**config.mk**
```make
export PLATFORM = sky130hd
export DESIGN_NAME = touch_slavemod_flat
export DESIGN_NICKNAME = d
export VERILOG_FILES = /design/src/rtl/touch_slavemod_if.sv /design/src/rtl/touch_slavemod.sv /design/src/flat_wrapper.sv
export SDC_FILE = /design/constraint.sdc
export NUM_CORES = 1
export LEC_CHECK = 0
export BUFFER_PORTS_ARGS = -buffer_cell sky130_fd_sc_hd__buf_4
export CAP_MARGIN = 20
export CORE_MARGIN = 2
export CORE_UTILIZATION = 39
export CTS_CLUSTER_DIAMETER = 100
export DETAILED_ROUTE_END_ITERATION = 7
export RECOVER_POWER = 25
export SLEW_MARGIN = 20
export SYNTH_ARGS = -nofsm -noshare
export SYNTH_HDL_FRONTEND = slang
export SYNTH_SLANG_ARGS = --single-unit
```
**constraint.sdc**
```tcl
create_clock -name CLOCK -period 2.2 [get_ports CLOCK]
set_clock_uncertainty 0.1 [all_clocks]
set_input_delay 0.22 -clock CLOCK [delete_from_list [all_inputs] [get_ports CLOCK]]
set_output_delay 0.22 -clock CLOCK [all_outputs]
set_load 0.05 [all_outputs]
```
**src/rtl/touch_slavemod_if.sv**
```systemverilog
// ---------------------------------------------------------------------------
// touch_slavemod_if : four-wire serial link between touch-panel master and ADC slave
// Rev 1.0
// ---------------------------------------------------------------------------
`default_nettype none

interface touch_slavemod_if;
    logic TP_CS_N;
    logic TP_CLK;
    logic TP_DI;
    logic TP_DO;

    modport master (
        output TP_CS_N,
        output TP_CLK,
        output TP_DI,
        input  TP_DO
    );

    modport slave (
        input  TP_CS_N,
        input  TP_CLK,
        input  TP_DI,
        output TP_DO
    );
endinterface

`default_nettype wire

```
**src/rtl/touch_slavemod.sv**
```systemverilog
// ---------------------------------------------------------------------------
// touch_slavemod : emulates a 12-bit touch-panel ADC answering X/Y commands
// Rev 1.0
// ---------------------------------------------------------------------------
`default_nettype none

module touch_slavemod #(
    parameter logic [11:0] DEF_DATA = 12'h000
) (
    input  wire logic        CLOCK,
    input  wire logic        RESET,
    touch_slavemod_if.slave  tp,
    input  wire logic [11:0] iXData,
    input  wire logic [11:0] iYData,
    output logic             oBusy,
    output logic [7:0]       oCmd,
    output logic             oDone,
    output logic             oErr
);

    typedef enum logic [2:0] {
        S_IDLE = 3'd0,
        S_CMD  = 3'd1,
        S_BUSY = 3'd2,
        S_READ = 3'd3,
        S_TAIL = 3'd4
    } state_t;

    logic [1:0]  cs_sync_q, clk_sync_q, di_sync_q;
    logic        cs_prev_q, clk_prev_q;

    state_t      state_q,  state_d;
    logic [4:0]  rcnt_q,   rcnt_d;
    logic [7:0]  cmd_sr_q, cmd_sr_d;
    logic [11:0] sr_q,     sr_d;
    logic        do_q,     do_d;
    logic        busy_q,   busy_d;
    logic [7:0]  cmd_q,    cmd_d;
    logic        inv_q,    inv_d;
    logic        done_q,   done_d;
    logic        err_q,    err_d;

    logic        cs_fall, cs_rise, sclk_fall, sclk_rise;
    logic        cs_low;
    logic [7:0]  cmd_shift;
    logic [4:0]  rcnt_inc;

    assign cs_fall   =  cs_prev_q  & ~cs_sync_q[1];
    assign cs_rise   = ~cs_prev_q  &  cs_sync_q[1];
    assign sclk_fall =  clk_prev_q & ~clk_sync_q[1];
    assign sclk_rise = ~clk_prev_q &  clk_sync_q[1];
    assign cs_low    = ~cs_sync_q[1];
    assign cmd_shift = {cmd_sr_q[6:0], di_sync_q[1]};
    // Extra clocks after the data word must not wrap the edge counter
    assign rcnt_inc  = (rcnt_q == 5'd31) ? 5'd31 : rcnt_q + 5'd1;

    always_ff @(posedge CLOCK or negedge RESET) begin
        if (!RESET) begin
            cs_sync_q  <= 2'b11;
            clk_sync_q <= 2'b11;
            di_sync_q  <= 2'b00;
            cs_prev_q  <= 1'b1;
            clk_prev_q <= 1'b1;
            state_q    <= S_IDLE;
            rcnt_q     <= 5'd0;
            cmd_sr_q   <= 8'h00;
            sr_q       <= 12'h000;
            do_q       <= 1'b0;
            busy_q     <= 1'b0;
            cmd_q      <= 8'h00;
            inv_q      <= 1'b0;
            done_q     <= 1'b0;
            err_q      <= 1'b0;
        end else begin
            cs_sync_q  <= {cs_sync_q[0],  tp.TP_CS_N};
            clk_sync_q <= {clk_sync_q[0], tp.TP_CLK};
            di_sync_q  <= {di_sync_q[0],  tp.TP_DI};
            cs_prev_q  <= cs_sync_q[1];
            clk_prev_q <= clk_sync_q[1];
            state_q    <= state_d;
            rcnt_q     <= rcnt_d;
            cmd_sr_q   <= cmd_sr_d;
            sr_q       <= sr_d;
            do_q       <= do_d;
            busy_q     <= busy_d;
            cmd_q      <= cmd_d;
            inv_q      <= inv_d;
            done_q     <= done_d;
            err_q      <= err_d;
        end
    end

    always_comb begin
        state_d  = state_q;
        rcnt_d   = rcnt_q;
        cmd_sr_d = cmd_sr_q;
        sr_d     = sr_q;
        do_d     = do_q;
        busy_d   = busy_q;
        cmd_d    = cmd_q;
        inv_d    = inv_q;
        done_d   = 1'b0;
        err_d    = 1'b0;

        if (cs_rise) begin
            state_d = S_IDLE;
            do_d    = 1'b0;
            busy_d  = 1'b0;
            case (state_q)
                S_TAIL: begin
                    done_d = ~inv_q;
                    err_d  =  inv_q;
                end
                S_CMD, S_BUSY, S_READ: err_d = 1'b1;
                default: ;
            endcase
        end else if (cs_fall) begin
            // Frame start outranks any SCLK edge seen in the same cycle
            if (state_q == S_IDLE) begin
                state_d  = S_CMD;
                rcnt_d   = 5'd0;
                cmd_sr_d = 8'h00;
                do_d     = 1'b0;
                inv_d    = 1'b0;
            end
        end else if (cs_low) begin
            case (state_q)
                S_CMD: begin
                    if (sclk_rise) begin
                        cmd_sr_d = cmd_shift;
                        rcnt_d   = rcnt_inc;
                        if (rcnt_q == 5'd7) begin
                            state_d = S_BUSY;
                            cmd_d   = cmd_shift;
                            inv_d   = ~cmd_shift[7];
                            if (!cmd_shift[7]) begin
                                sr_d = 12'h000;
                            end else begin
                                case (cmd_shift[6:4])
                                    3'b001:  sr_d = iXData;
                                    3'b101:  sr_d = iYData;
                                    default: sr_d = DEF_DATA;
                                endcase
                            end
                        end
                    end
                end
                S_BUSY: begin
                    if (sclk_rise) begin
                        rcnt_d = rcnt_inc;
                    end else if (sclk_fall) begin
                        if (rcnt_q == 5'd8) begin
                            busy_d = 1'b1;
                        end else if (rcnt_q == 5'd9) begin
                            busy_d  = 1'b0;
                            state_d = S_READ;
                            do_d    = sr_q[11];
                            sr_d    = {sr_q[10:0], 1'b0};
                        end
                    end
                end
                S_READ: begin
                    if (sclk_rise) begin
                        rcnt_d = rcnt_inc;
                        if (rcnt_q == 5'd20) begin
                            state_d = S_TAIL;
                        end
                    end else if (sclk_fall) begin
                        do_d = sr_q[11];
                        sr_d = {sr_q[10:0], 1'b0};
                    end
                end
                S_TAIL: begin
                    if (sclk_rise) begin
                        rcnt_d = rcnt_inc;
                    end else if (sclk_fall) begin
                        do_d = 1'b0;
                    end
                end
                default: ;
            endcase
        end
    end

    assign tp.TP_DO = do_q;
    assign oBusy    = busy_q;
    assign oCmd     = cmd_q;
    assign oDone    = done_q;
    assign oErr     = err_q;

endmodule

`default_nettype wire

```
**src/flat_wrapper.sv**
```systemverilog
// flat-port wrapper written by rule: the top's interface ports become plain ports
module touch_slavemod_flat 
#(
    parameter logic [11:0] DEF_DATA = 12'h000
)
  (CLOCK, RESET, iXData, iYData, oBusy, oCmd, oDone, oErr, tp_TP_CS_N, tp_TP_CLK, tp_TP_DI, tp_TP_DO);
  touch_slavemod_if tp_i ();
  input  wire logic CLOCK;
  input  wire logic RESET;
  input  wire logic [11:0] iXData;
  input  wire logic [11:0] iYData;
  output logic oBusy;
  output logic [7:0] oCmd;
  output logic oDone;
  output logic oErr;
  input wire logic [$bits(tp_i.TP_CS_N)-1:0] tp_TP_CS_N;
  input wire logic [$bits(tp_i.TP_CLK)-1:0] tp_TP_CLK;
  input wire logic [$bits(tp_i.TP_DI)-1:0] tp_TP_DI;
  output wire logic [$bits(tp_i.TP_DO)-1:0] tp_TP_DO;
  assign tp_i.TP_CS_N = tp_TP_CS_N;
  assign tp_i.TP_CLK = tp_TP_CLK;
  assign tp_i.TP_DI = tp_TP_DI;
  assign tp_TP_DO = tp_i.TP_DO;
  touch_slavemod #(.DEF_DATA(DEF_DATA)) u_core (.CLOCK(CLOCK), .RESET(RESET), .tp(tp_i), .iXData(iXData), .iYData(iYData), .oBusy(oBusy), .oCmd(oCmd), .oDone(oDone), .oErr(oErr));
endmodule
```
Word-level counts from Yosys, hierarchy flattened
Index checks and enable logic that the tools add are counted.
- word-level logic and storage cells: 152
- input bits: 29
- output and inout bits: 12
- flip-flop bits (word level): 48
- eq/ne operators: 38
- $add $sub $neg: 1
- reduce and logical (&&, ||, !) cells: 21
- multiplexer cells: 65
- bitwise gates (word level): 12
- operators by type and width (kind ; count):
    $mux 12 ; 9
    $mux 3 ; 12
    $pmux 12 s3 ; 1
    $mux 7 ; 5
    $ne 4x1->1 const B ; 8
    $mux 5 ; 6
    $mux 1 ; 28
    $pmux 12 s2 ; 1
    $reduce_and 11->1 ; 2
    $reduce_and 6->1 ; 3
    $ne 4x2->1 const B ; 4
    $ne 2x2->1 const B ; 7
    $ne 2x1->1 const B ; 6
    $reduce_and 12->1 ; 1
    $reduce_bool 2->1 ; 6
    $eq 5x4->1 const B ; 2
    $eq 5x5->1 const B ; 2
    $reduce_and 5->1 ; 2
    $reduce_bool 5->1 ; 2
    $pmux 3 s3 ; 1
    $not 1->1 ; 8
    $eq 3x1->1 const B ; 2
    $eq 3x2->1 const B ; 2
    $eq 3x3->1 const B ; 2
    10 further kinds ; 15

Longest topological paths before layout
Gate-level depths: netlist of the first run.
- depth in word-level cells: 9
- gate-level depth with buffers: 8
- depth with buffers taken out: 7

Worst setup path after synthesis of the first run
Ideal clock, no wire load.
- kind: register to register
- start point: register u_core.cs_prev_q
- end point: register u_core.cmd_q[7] (netlist: u_core.oCmd[7])
- data required time: 1.972 ns
- arrival time: 1.986 ns
- setup slack: -0.014 ns
- buffers on the path: 2
- clock period less this slack: 2.214 ns
- cell stages (with the launch flop): 8
- setup time: 0.128 ns
- path through: dfstp_2 inv_1 ha_1 buf_4 inv_1 clkbuf_1 nand4_1 mux2_1
- longest elaborated chain between the ends: 4
- elaborated cells between the ends (all ways): 6
- those cells by class: 5 x bitwise; 1 x reduce/logical
- RTL lines (element ; line ; source):
    start, declared ; touch_slavemod.sv:30 ; logic cs_prev_q, clk_prev_q;
    start signal, assigned ; touch_slavemod.sv:78 ; cs_prev_q <= cs_sync_q[1];
    $not 1->1 ; touch_slavemod.sv:49 ; assign cs_rise = ~cs_prev_q & cs_sync_q[1];
    $and 1x1->1 ; touch_slavemod.sv:49 ;
    $not 1->1 (no source line) ; n/a ;
    $reduce_and 6->1 (no source line) (*) ; n/a ;
    end signal, assigned ; touch_slavemod.sv:86 ; cmd_q <= cmd_d;
    end, declared ; touch_slavemod.sv:38 ; logic [7:0] cmd_q, cmd_d;
Every way passes the cells marked *; elsewhere a longest branch is shown, timed or not.
A chain may end at the register's enable or synchronous reset.

Worst setup path in the final report of the first run
- start point: register u_core.rcnt_q[1]
- end point: register u_core.state_q[0]
- longest elaborated chain between the ends: 3
- elaborated cells between the ends (all ways): 9
- those cells by class: 8 x eq/ne; 1 x reduce/logical
- RTL lines (element ; line ; source):
    start, declared ; touch_slavemod.sv:33 ; logic [4:0] rcnt_q, rcnt_d;
    start signal, assigned ; touch_slavemod.sv:81 ; rcnt_q <= rcnt_d;
    $eq 5x5->1 (tied with other cells) ; touch_slavemod.sv:165 ; if (rcnt_q == 5'd20) begin
    $ne 4x1->1 (no source line) or $ne 4x2->1 (tied branches) ; n/a ;
    $reduce_and 11->1 (no source line) (*) ; n/a ;
    end signal, assigned ; touch_slavemod.sv:80 ; state_q <= state_d;
    end, declared ; touch_slavemod.sv:32 ; state_t state_q, state_d;
Marks and branches as above.

==> qor.txt, run 1 <==
GR Util met2 -> 25.1%
I/O pin count -> 41
Via count -> 1,982
Total core area -> 0.00635 sq mm
Slew Viols, Final -> 0
ANT cells -> 0
DRT antenna net count -> 0
GRT overflow -> 0
Area of the mapped netlist -> 0.00257 sq mm
Dpl cells -> 363
Sequential Power Share -> 41.9%
Met1 usage -> 22.7%
Failing checks -> negative setup slack
Asr flop ratio synth -> 100%
Run status -> finished, violations left
WP data required -> 2.29 ns
Non-Filler Cell Area, Final -> 0.00326 sq mm
Die Area -> 0.00726 sq mm
Share of the synthesized area in the top cell type -> 40.9%
Global-route wire length before repair -> 9440 um
Busiest grt layer -> met2
Die height -> 85.2 um
Vias in the first global route -> 1,959
Cells after Synth -> 241
Avg Synthesized Cell Area -> 10.7 sq um
Max-cap violations -> 0
Period minus WS final -> 2.23 ns
Sequential-to-total area share from yosys stat -> 47.0%
Clk network pwr share -> 20.9%
CP endpoint -> u_core.state_q[0]
Fill count -> 564
Sink Count -> 48
CTS tree -> built
Mux contribution to synthesized area -> 16.6%
Comb power frac -> 37.2%
Area growth syn-to-layout -> 26.9%
Post-synthesis compound-gate area fraction -> 12.6%
#FFs+latches synth -> 48
Hold Violations, Final -> 0
Pwr Density -> 970 mW/mm^2
Setup-failing EPs final -> 3
H-tree depth -> 2
FP Rows -> 29
Post-Synth Simple-Gate Area -> 14.9%
LEAKAGE -> 1.46 nW
CP endpoint kind -> register
Setup Total Neg Slack -> -0.0670 ns
R2R cell count -> 6
Max Freq -> 448 MHz
Clock slew at reported path FFs -> 0.10 ns
Setup crit start -> u_core.rcnt_q[1]
Routed len/inst -> 14.2 um
DRC -> 0
Top cell type by total area after synthesis -> dfrtp_1
Worst reg2reg setup slack -> -0.03 ns
Slew @ Worst Pin -> 1.18 ns
Peak VDD IR -> 0.530 mV
Number of distinct library cells after synthesis -> 48
WL final -> 5360 um
Routability cong. -> 0.894
Initial DRC Count -> 87
Ys Warns -> 0
Final hold slack -> 0.247 ns
Vias per inst -> 5.24
Initial Utilization -> 40.5%
Largest net degree at the start of global routing -> 49
Non-filler cells, final -> 378
Internal -> 0.00204 W
Arrival @ worst endpoint -> 2.33 ns
Final Power -> 0.00317 W
Count leader, synth -> dfrtp_1
Worst setup SP type -> register
Final setup margin -> -0.0326 ns
Layout cell share with drive strength beyond 1 -> 36.2%
Slew headroom -> 21.6%
Xor/xnor cell area share of the yosys netlist -> 0%
Nets -> 336
Top cells by count, synth -> 42 x dfrtp_1, 18 x nand2_1, 16 x mux2i_1, 15 x inv_1, 14 x nand3_1
Tot GR Track Use -> 16.0%
FF-to-FF Start -> u_core.rcnt_q[1]
Synth top area cells -> dfrtp_1 41%, mux2i_1 6.2%, dfstp_2 6.1%
Area post-placement -> 0.00303 sq mm
Clock root cell -> clkbuf_8
Top_reg_cell synth -> dfrtp_1
Dpl hpwl -> 3850 um
Area share of fa/ha/maj cells after synthesis -> 3.40%
RSZ-0062 raised after global routing -> true
I/O Buffers -> 40
Critical path class -> reg -> reg
NetSw -> 0.00113 W
Post-synth EDFFs -> 0
CTS buffer count -> 5
Syn Nets -> 277
RR Endpoint -> u_core.state_q[0]
Period utilisation layout -> 101%
Initial antenna violation count -> 0
Clk buf depth -> 2
Largest family of logic cells by synthesized area -> multiplexers
Sw frac -> 35.6%
Hold Path Class -> in -> reg
Critical Path Fanout Max -> 4
GR Util met3 -> 2.92%
TritonRoute pass-1 iters -> 4
Chip width -> 85.2 um
Worst-Skew Late Latency -> 0.30 ns
==> state kept, by name, indices dropped and copies added, names as in the netlist <==
name	flops
u_core.oBusy	1
u_core.cs_prev_q	1
u_core.oCmd	8
u_core.cs_sync_q	2
u_core.di_sync_q	2
u_core.oErr	1
u_core.tp.TP_DO	1
u_core.cmd_sr_q	7
u_core.inv_q	1
u_core.state_q	3
u_core.rcnt_q	5
u_core.clk_prev_q	1
u_core.oDone	1
u_core.sr_q	12
u_core.clk_sync_q	2
==> cells by family after synthesis <==
family / count (synthesis)
and+or+nand+nor: 68
AOI/OAI and AO/OA: 48
DFF: 48
muxes: 39
buffers and inverters: 31
adders and majority gates: 7
==> worst min-delay path by stage <==
stage | start | to | slack [ns] | cells past startpoint
final | iXData[0] | u_core.sr_q[0] | 0.25 | 4
after global routing | u_core.clk_sync_q[0] | u_core.clk_sync_q[1] | 0.27 | 0
after CTS | iXData[0] | u_core.sr_q[0] | 0.24 | 4
after detailed placement | RESET | u_core.oBusy | 0.18 | 1
after global placement | RESET | u_core.oBusy | 0.18 | 1
after floorplan | RESET | u_core.cmd_sr_q[0] | -0.18 | 0
==> worst max-delay path: stages, from the launching register on <==
cell,delay (ns)
dfrtp_1,0.44
ha_4,0.18
and4bb_2,0.26
nand2_2,0.07
a211o_1,0.33
a2111oi_4,0.41
mux2_4,0.34
==> final cells by class <==
| class | instances | area (sq um) | area share, % |
|---|---|---|---|
| inverter | 17 | 63.8 | 1.95 |
| multi-input combinational | 162 | 1280 | 39.1 |
| tap | 77 | 96.3 | 2.95 |
| clock inverter | 3 | 46.3 | 1.42 |
| clock buffer | 5 | 68.8 | 2.11 |
| timing repair buffer | 66 | 503 | 15.4 |
| sequential | 48 | 1210 | 37.1 |
==> metrics by stage <==
stage          worst slack, ns  util, %
2_1_floorplan          0.00391        -
3_3_place_gp          -0.00307     47.8
3_5_place_dp           -0.0217     47.8
4_1_cts                0.00360     50.4
5_1_grt                -0.0962     51.4
6_report               -0.0326     51.4
==> cell usage in the layout (no fill, tap or decap), types with 8 or more instances in the layout <==
master and n:
buf_4 58, dfrtp_1 41, nand2_1 17, mux2i_1 16
nand3_1 14, inv_1 13, o31ai_1 12, mux2_1 11
o21ai_1 10, mux2_2 10, a21oi_1 8
==> repair_timing <==
action,4_1_cts,5_1_grt
gates resized for setup,1,11
endpoints found under the hold margin,45,0
buffers inserted,0,3
cloned,0,0
hold buffers,4,0
pin swaps,0,4
endpoints found under the setup margin,3,26
==> per-layer routing <==
layer,share of wire [%],up-vias
met5,0,-
met4,1.5,0
met3,4.0,9
met2,47,50
met1,48,945
li1,-,978
==> power by group through the flow <==
stage                     combinational [W]  clock (W)  sequential [W]
after floorplan                    0.000838          0         0.00129
after global placement              0.00112          0         0.00132
after detailed placement            0.00113          0         0.00133
after CTS                           0.00114   0.000685         0.00131
after global routing                0.00133   0.000714         0.00136
final                               0.00118   0.000661         0.00133
Note: power is estimated with default switching activity, not from simulation.
==> run 2, diff against run 1 <==
--- a/config.mk
+++ b/config.mk
@@ -8,9 +8,10 @@
 export BUFFER_PORTS_ARGS = -buffer_cell sky130_fd_sc_hd__buf_4
 export CAP_MARGIN = 20
 export CORE_MARGIN = 2
-export CORE_UTILIZATION = 39
+export CORE_UTILIZATION = 51
 export CTS_CLUSTER_DIAMETER = 100
 export DETAILED_ROUTE_END_ITERATION = 7
+export PLACE_DENSITY = 0.76
 export RECOVER_POWER = 25
 export SLEW_MARGIN = 20
 export SYNTH_ARGS = -nofsm -noshare
==> run 2 against run 1 <==
Utilization up 16 points. Design area down 1.6%. Fmax up 4.6%. The flow now finishes without violations.
==> qor.txt, run 2 (same netlist as run 1, synthesis figures left out) <==
Hold Violations, Final -> 0 (unchanged)
RR Endpoint -> u_core.state_q[2]
Period utilisation layout -> 97.1% (-4.4 points)
Die Area -> 0.00563 sq mm (-22%)
Global-route wire length before repair -> 8490 um (-10%)
WL final -> 5430 um (+1.4%)
CTS tree -> built
ANT cells -> 0 (unchanged)
Layout cell share with drive strength beyond 1 -> 36.3% (+0.12 points)
Vias in the first global route -> 1,798 (-8.2%)
Setup crit start -> u_core.rcnt_q[0]
FP Rows -> 25 (-14%)
FF-to-FF Start -> u_core.rcnt_q[0]
Critical path class -> reg -> reg
Commonest non-fill, non-tap cells in the layout -> 56 x buf_4, 42 x dfrtp_1, 17 x nand2_1
Vias per inst -> 5.51 (+5.1%)
Arrival @ worst endpoint -> 2.23 ns (-0.10 ns)
CTS buffer count -> 5 (unchanged)
Final hold slack -> 0.252 ns (+0.00422 ns)
GRT overflow -> 0 (unchanged)
Peak VDD IR -> 0.603 mV (+14%)
RSZ-0062 raised after global routing -> true
Largest register FFs -> 12 (unchanged)
Area growth syn-to-layout -> 24.9%
Leading cell type in the layout, fill and taps excluded -> buf_4
R2R cell count -> 7 (+1)
Final Power -> 0.00304 W (-4.0%)
Critical path's largest stage delay -> 0.44 ns (about the same)
Slowest cell on crit path -> dfrtp_1
TritonRoute pass-1 iters -> 4 (unchanged)
Critical path buffer and inverter count -> 1 (+1)
Clock slew at reported path FFs -> 0.09 ns (about the same)
Max Freq -> 468 MHz (+4.6%)
Pwr Density -> 946 mW/mm^2 (-2.4%)
Worst-Skew Late Latency -> 0.30 ns (about the same)
Die height -> 75.0 um (-12%)
Chip width -> 75.0 um (-12%)
H-tree depth -> 2 (unchanged)
CP endpoint kind -> register
Setup-failing EPs final -> 0 (-3)
Initial Utilization -> 53.8% (+13 points)
Critical path cell sequence -> inv_2 -> ha_2 -> and4b_2 -> a211oi_1 -> a211o_1 -> a2111oi_4 -> mux2_4
Max-cap violations -> 0 (unchanged)
Tot GR Track Use -> 20.1% (+4.1 points)
Run status -> complete, no violations
Slew Viols, Final -> 0 (unchanged)
Routed len/inst -> 14.8 um (+4.4%)
Nets -> 335 (-0.30%)
I/O pin count -> 41 (unchanged)
Slew @ Worst Pin -> 1.16 ns (-0.0209 ns)
Dpl hpwl -> 3860 um (+0.42%)
Sink Count -> 48 (unchanged)
Clk buf depth -> 2 (unchanged)
Initial antenna violation count -> 0 (unchanged)
Initial DRC Count -> 97 (+11%)
Worst reg2reg setup slack -> 0.06 ns (+0.10 ns)
I/O Buffers -> 40 (unchanged)
Delay-heaviest family, CP -> compound AO/OA/AOI/OAI gates
Critical Path Fanout Max -> 5 (+1)
Hold Path Class -> in -> reg
Slew headroom -> 22.9% (+1.4 points)
Hold path cells -> 4 (unchanged)
WP data required -> 2.29 ns (about the same)
Total core area -> 0.00479 sq mm (-25%)
DRC -> 0 (unchanged)
Clock root cell -> clkbuf_8
DRT antenna net count -> 0 (unchanged)
Via count -> 2,023 (+2.1%)
Largest net degree at the start of global routing -> 49 (unchanged)
Worst setup SP type -> register
Min-Delay Endpoint -> u_core.sr_q[3]
LEAKAGE -> 1.44 nW (-1.0%)
Period minus WS final -> 2.14 ns (-0.0973 ns)
Top reg by flops -> u_core.sr_q
Hold_sp -> iXData[3]
Routability cong. -> 0.877 (-1.9%)
## run 2: cell types whose count changed in the layout (fill, tap and decap cells not counted), sizes merged
cell    previous run  this run
bufinv             1         0
buf               58        57
inv               17        16
clkbuf             9        11
## run 2: worst register-to-register path: cells and delay by family (launching register included)
| family | cells | cell delay [ns] |
|---|---|---|
| AOI/OAI and AO/OA | 3 | 0.65 |
| DFF | 1 | 0.44 |
| muxes | 1 | 0.33 |
| and+or+nand+nor | 1 | 0.24 |
| adders and majority gates | 1 | 0.19 |
| buffers and inverters | 1 | 0.08 |
## run 2: worst max-delay path by stage
stage                              to  cells after the start
global placement    u_core.state_q[2]                      6
CTS                 u_core.state_q[2]                      6
floorplan           u_core.state_q[0]                      6
finish              u_core.state_q[2]                      7
detailed placement  u_core.state_q[2]                      6
global route        u_core.state_q[2]                      6
## run 2: power breakdown
group	switching [W]	internal [W]	total, W
combinational	0.000598	0.000578	0.00118
sequential	0.000208	0.00111	0.00132
clock	0.000290	0.000256	0.000545
## run 2: routing by layer
layer | routed length [um] | up-vias | track usage, % | share of wire, %
met1 | 2520 | 982 | 29.7 | 46
met2 | 2590 | 48 | 29.2 | 48
met5 | 0 | - | 0 | 0
met4 | 120 | 0 | 9.13 | 2.2
met3 | 206 | 12 | 3.35 | 3.8
li1 | - | 981 | - | -
## run 2: stage by stage
stage	setup TNS [ns]	util, %	instance area (sq um)	std cells	setup WS [ns]
floorplan	0	-	2580	241	0.00391
global placement	0	62.8	3010	351	0.0503
detailed placement	0	62.8	3010	351	0.0423
CTS	0	65.6	3140	363	0.0236
global route	-0.0545	67.1	3210	367	-0.0211
finish	0	67.1	3210	367	0.0647
## run 2: final cells by class
type	count	area [sq um]
Clock buffer	7	86.3
Clock inverter	1	7.51
Fill cell	390	1570
Inverter	17	63.8
Multi-Input combinational cell	162	1260
Sequential cell	48	1210
Tap cell	67	83.8
Timing Repair Buffer	65	499
## run 2: repair_timing
item | CTS | global route
endpoints found under the hold margin | 45 | 0
setup buffers | 0 | 3
setup endpoints to repair | 0 | 28
resized for setup | 0 | 14
hold buffers | 4 | 0
==> run 3, diff against run 2 <==
--- a/config.mk
+++ b/config.mk
@@ -8,10 +8,11 @@
 export BUFFER_PORTS_ARGS = -buffer_cell sky130_fd_sc_hd__buf_4
 export CAP_MARGIN = 20
 export CORE_MARGIN = 2
-export CORE_UTILIZATION = 51
+export CORE_UTILIZATION = 53
+export CTS_BUF_LIST = sky130_fd_sc_hd__clkbuf_4
 export CTS_CLUSTER_DIAMETER = 100
 export DETAILED_ROUTE_END_ITERATION = 7
-export PLACE_DENSITY = 0.76
+export PLACE_DENSITY = 0.78
 export RECOVER_POWER = 25
 export SLEW_MARGIN = 20
 export SYNTH_ARGS = -nofsm -noshare
==> run 3 against run 2 <==
Design area is 1.1% higher. Combinational power hardly changed. Highest routed layer unchanged. First-iteration DRC count is 120% higher. Largest cell class unchanged. The run now ends with negative setup slack left. Clock-buffer cell count is 2 lower. Global-route usage is 0.59 points higher. Flip-flop and latch count stayed put. Die area is 3.6% lower.
==> qor.txt, run 3 (same netlist as run 1, synthesis figures left out) <==
GR Util met2 -> 31.5% (+2.3 points)
ANT cells -> 0 (unchanged)
Critical Path Fanout Max -> 7 (+2)
Initial antenna violation count -> 0 (unchanged)
GR Util met3 -> 3.57% (+0.22 points)
WL final -> 5270 um (-3.0%)
LEAKAGE -> 1.46 nW (+1.2%)
Run status -> finished, violations left
Final setup margin -> -0.0372 ns (-0.102 ns)
GRT overflow -> 0 (unchanged)
Largest register FFs -> 12 (unchanged)
Initial Utilization -> 54.8% (+1.1 points)
Period minus WS final -> 2.24 ns (+0.102 ns)
Non-filler cells, final -> 357 (-2.7%)
Routed len/inst -> 14.8 um (-0.28%)
DRC -> 0 (unchanged)
Failing checks -> negative setup slack
Layout Utilization -> 69.2% (+2.1 points)
CTS tree -> built
Slew Viols, Final -> 0 (unchanged)
Critical path class -> reg -> reg
Commonest non-fill, non-tap cells in the layout -> 60 x buf_4, 42 x dfrtp_1, 18 x nand2_1
Pwr Density -> 937 mW/mm^2 (-0.95%)
I/O Buffers -> 40 (unchanged)
Largest net degree at the start of global routing -> 49 (unchanged)
FF-to-FF Start -> u_core.cs_sync_q[1]
Global-route wire length before repair -> 8630 um (+1.6%)
RR Endpoint -> u_core.cmd_sr_q[6]
Hold Path Class -> in -> reg
Period utilisation layout -> 102% (+4.6 points)
Tot GR Track Use -> 20.7% (+0.59 points)
DRT antenna net count -> 0 (unchanged)
Chip width -> 73.7 um (-1.8%)
Dpl cells -> 339 (-3.4%)
Slew @ Worst Pin -> 0.709 ns (-0.447 ns)
Top reg by flops -> u_core.sr_q
Routability cong. -> 0.951 (+8.5%)
Setup-failing EPs final -> 5 (+5)
Clock slew at reported path FFs -> 0.15 ns (+0.06 ns)
Area growth syn-to-layout -> 26.2%
H-tree depth -> 2 (unchanged)
Arrival @ worst endpoint -> 2.45 ns (+0.22 ns)
Hold path cells -> 4 (unchanged)
TritonRoute pass-1 iters -> 4 (unchanged)
R2R cell count -> 8 (+1)
CTS buffer count -> 5 (unchanged)
Total core area -> 0.00469 sq mm (-2.0%)
RSZ-0062 raised after global routing -> true
Slew headroom -> 52.7% (+30 points)
Worst reg2reg setup slack -> -0.04 ns (-0.10 ns)
Die Area -> 0.00543 sq mm (-3.6%)
CP endpoint kind -> register
Worst-Skew Late Latency -> 0.37 ns (+0.07 ns)
Max-cap violations -> 0 (unchanged)
Layout cell share with drive strength beyond 1 -> 38.3% (+2.0 points)
Max Freq -> 447 MHz (-4.6%)
Nets -> 338 (+0.90%)
Clock root cell -> clkbuf_4
Min-Delay Endpoint -> u_core.sr_q[0]
Final hold slack -> 0.178 ns (-0.0736 ns)
Leading cell type in the layout, fill and taps excluded -> buf_4
Vias in the first global route -> 1,854 (+3.1%)
Hold Violations, Final -> 0 (unchanged)
I/O pin count -> 41 (unchanged)
Clk buf depth -> 2 (unchanged)
Worst setup SP type -> register
Vias per inst -> 5.59 (+1.3%)
Met1 usage -> 28.9% (-0.75 points)
Peak VDD IR -> 0.480 mV (-20%)
Dpl hpwl -> 3740 um (-3.2%)
Initial DRC Count -> 218 (+120%)
Sink Count -> 48 (unchanged)
Via count -> 1,994 (-1.4%)
FP Rows -> 25 (unchanged)
Hold_sp -> iXData[0]
Die height -> 73.7 um (-1.8%)
WP data required -> 2.41 ns (+0.12 ns)
Busiest grt layer -> met2
==> run 3: cell types whose count changed in the layout (fill, tap and decap cells not counted), sizes merged <==
cell,change
clkbuf,-3
inv,+1
bufinv,+1
buf,+4
==> run 3: critical path: stages (launching register included) <==
cell and delay, ns:
dfstp_2 0.59, inv_4 0.06, ha_4 0.17, nor4b_4 0.35
mux2i_1 0.14, nor4_2 0.36, buf_4 0.23, nand3_1 0.08
o21ai_1 0.10
==> run 3: final cells by class <==
cell class / instances / area (sq um)
Inverter: 17 / 66.3
Tap cell: 54 / 67.6
Timing Repair Buffer: 68 / 518
Clock buffer: 5 / 37.5
Fill cell: 349 / 1450
Sequential cell: 48 / 1210
Multi-Input combinational cell: 162 / 1300
Clock inverter: 3 / 46.3
==> run 3: timing repair <==
item | in CTS | in global routing
gates cloned | 0 | 1
gates resized for setup | 3 | 18
buffers inserted | 0 | 5
endpoints found under the hold margin | 45 | 0
pin swaps | 0 | 6
setup endpoints to repair | 11 | 27
hold buffers | 4 | 0
==> run 3: through the flow <==
step                setup TNS [ns]  power, W  instance area (sq um)  setup slack (ns)
floorplan                        0   0.00213                   2580           0.00391
global placement         -0.000104   0.00240                   3000         -0.000104
detailed placement          -0.382   0.00244                   3000           -0.0686
CTS                       -0.00934   0.00299                   3150          -0.00764
global route                -0.846   0.00327                   3250            -0.125
finish                      -0.120   0.00304                   3250           -0.0372
==> run 3: how the worst max path moves through the flow <==
| stage | startpoint | end | slack [ns] | depth (start not counted) |
|---|---|---|---|---|
| CTS | u_core.cs_sync_q[1] | u_core.cmd_sr_q[3] | -0.008 | 8 |
| detailed placement | u_core.cs_sync_q[1] | u_core.cmd_sr_q[3] | -0.07 | 8 |
| global placement | u_core.cs_sync_q[1] | u_core.cmd_sr_q[6] | -0.0001 | 8 |
| finish | u_core.cs_sync_q[1] | u_core.cmd_sr_q[6] | -0.04 | 8 |
| global route | u_core.cs_sync_q[1] | u_core.cmd_sr_q[6] | -0.13 | 8 |
| floorplan | u_core.cs_sync_q[1] | u_core.state_q[0] | 0.004 | 6 |
==> run 3: power by group <==
part,internal [W],total [W],switching (W)
clock network,0.000243,0.000531,0.000288
logic,0.000584,0.00119,0.000609
registers,0.00111,0.00132,0.000211
==> run 3: metal layers <==
| metal | routed length (um) | up-vias |
|---|---|---|
| li1 | - | 982 |
| met3 | 202 | 12 |
| met5 | 0 | - |
| met2 | 2600 | 50 |
| met4 | 114 | 0 |
| met1 | 2350 | 950 |
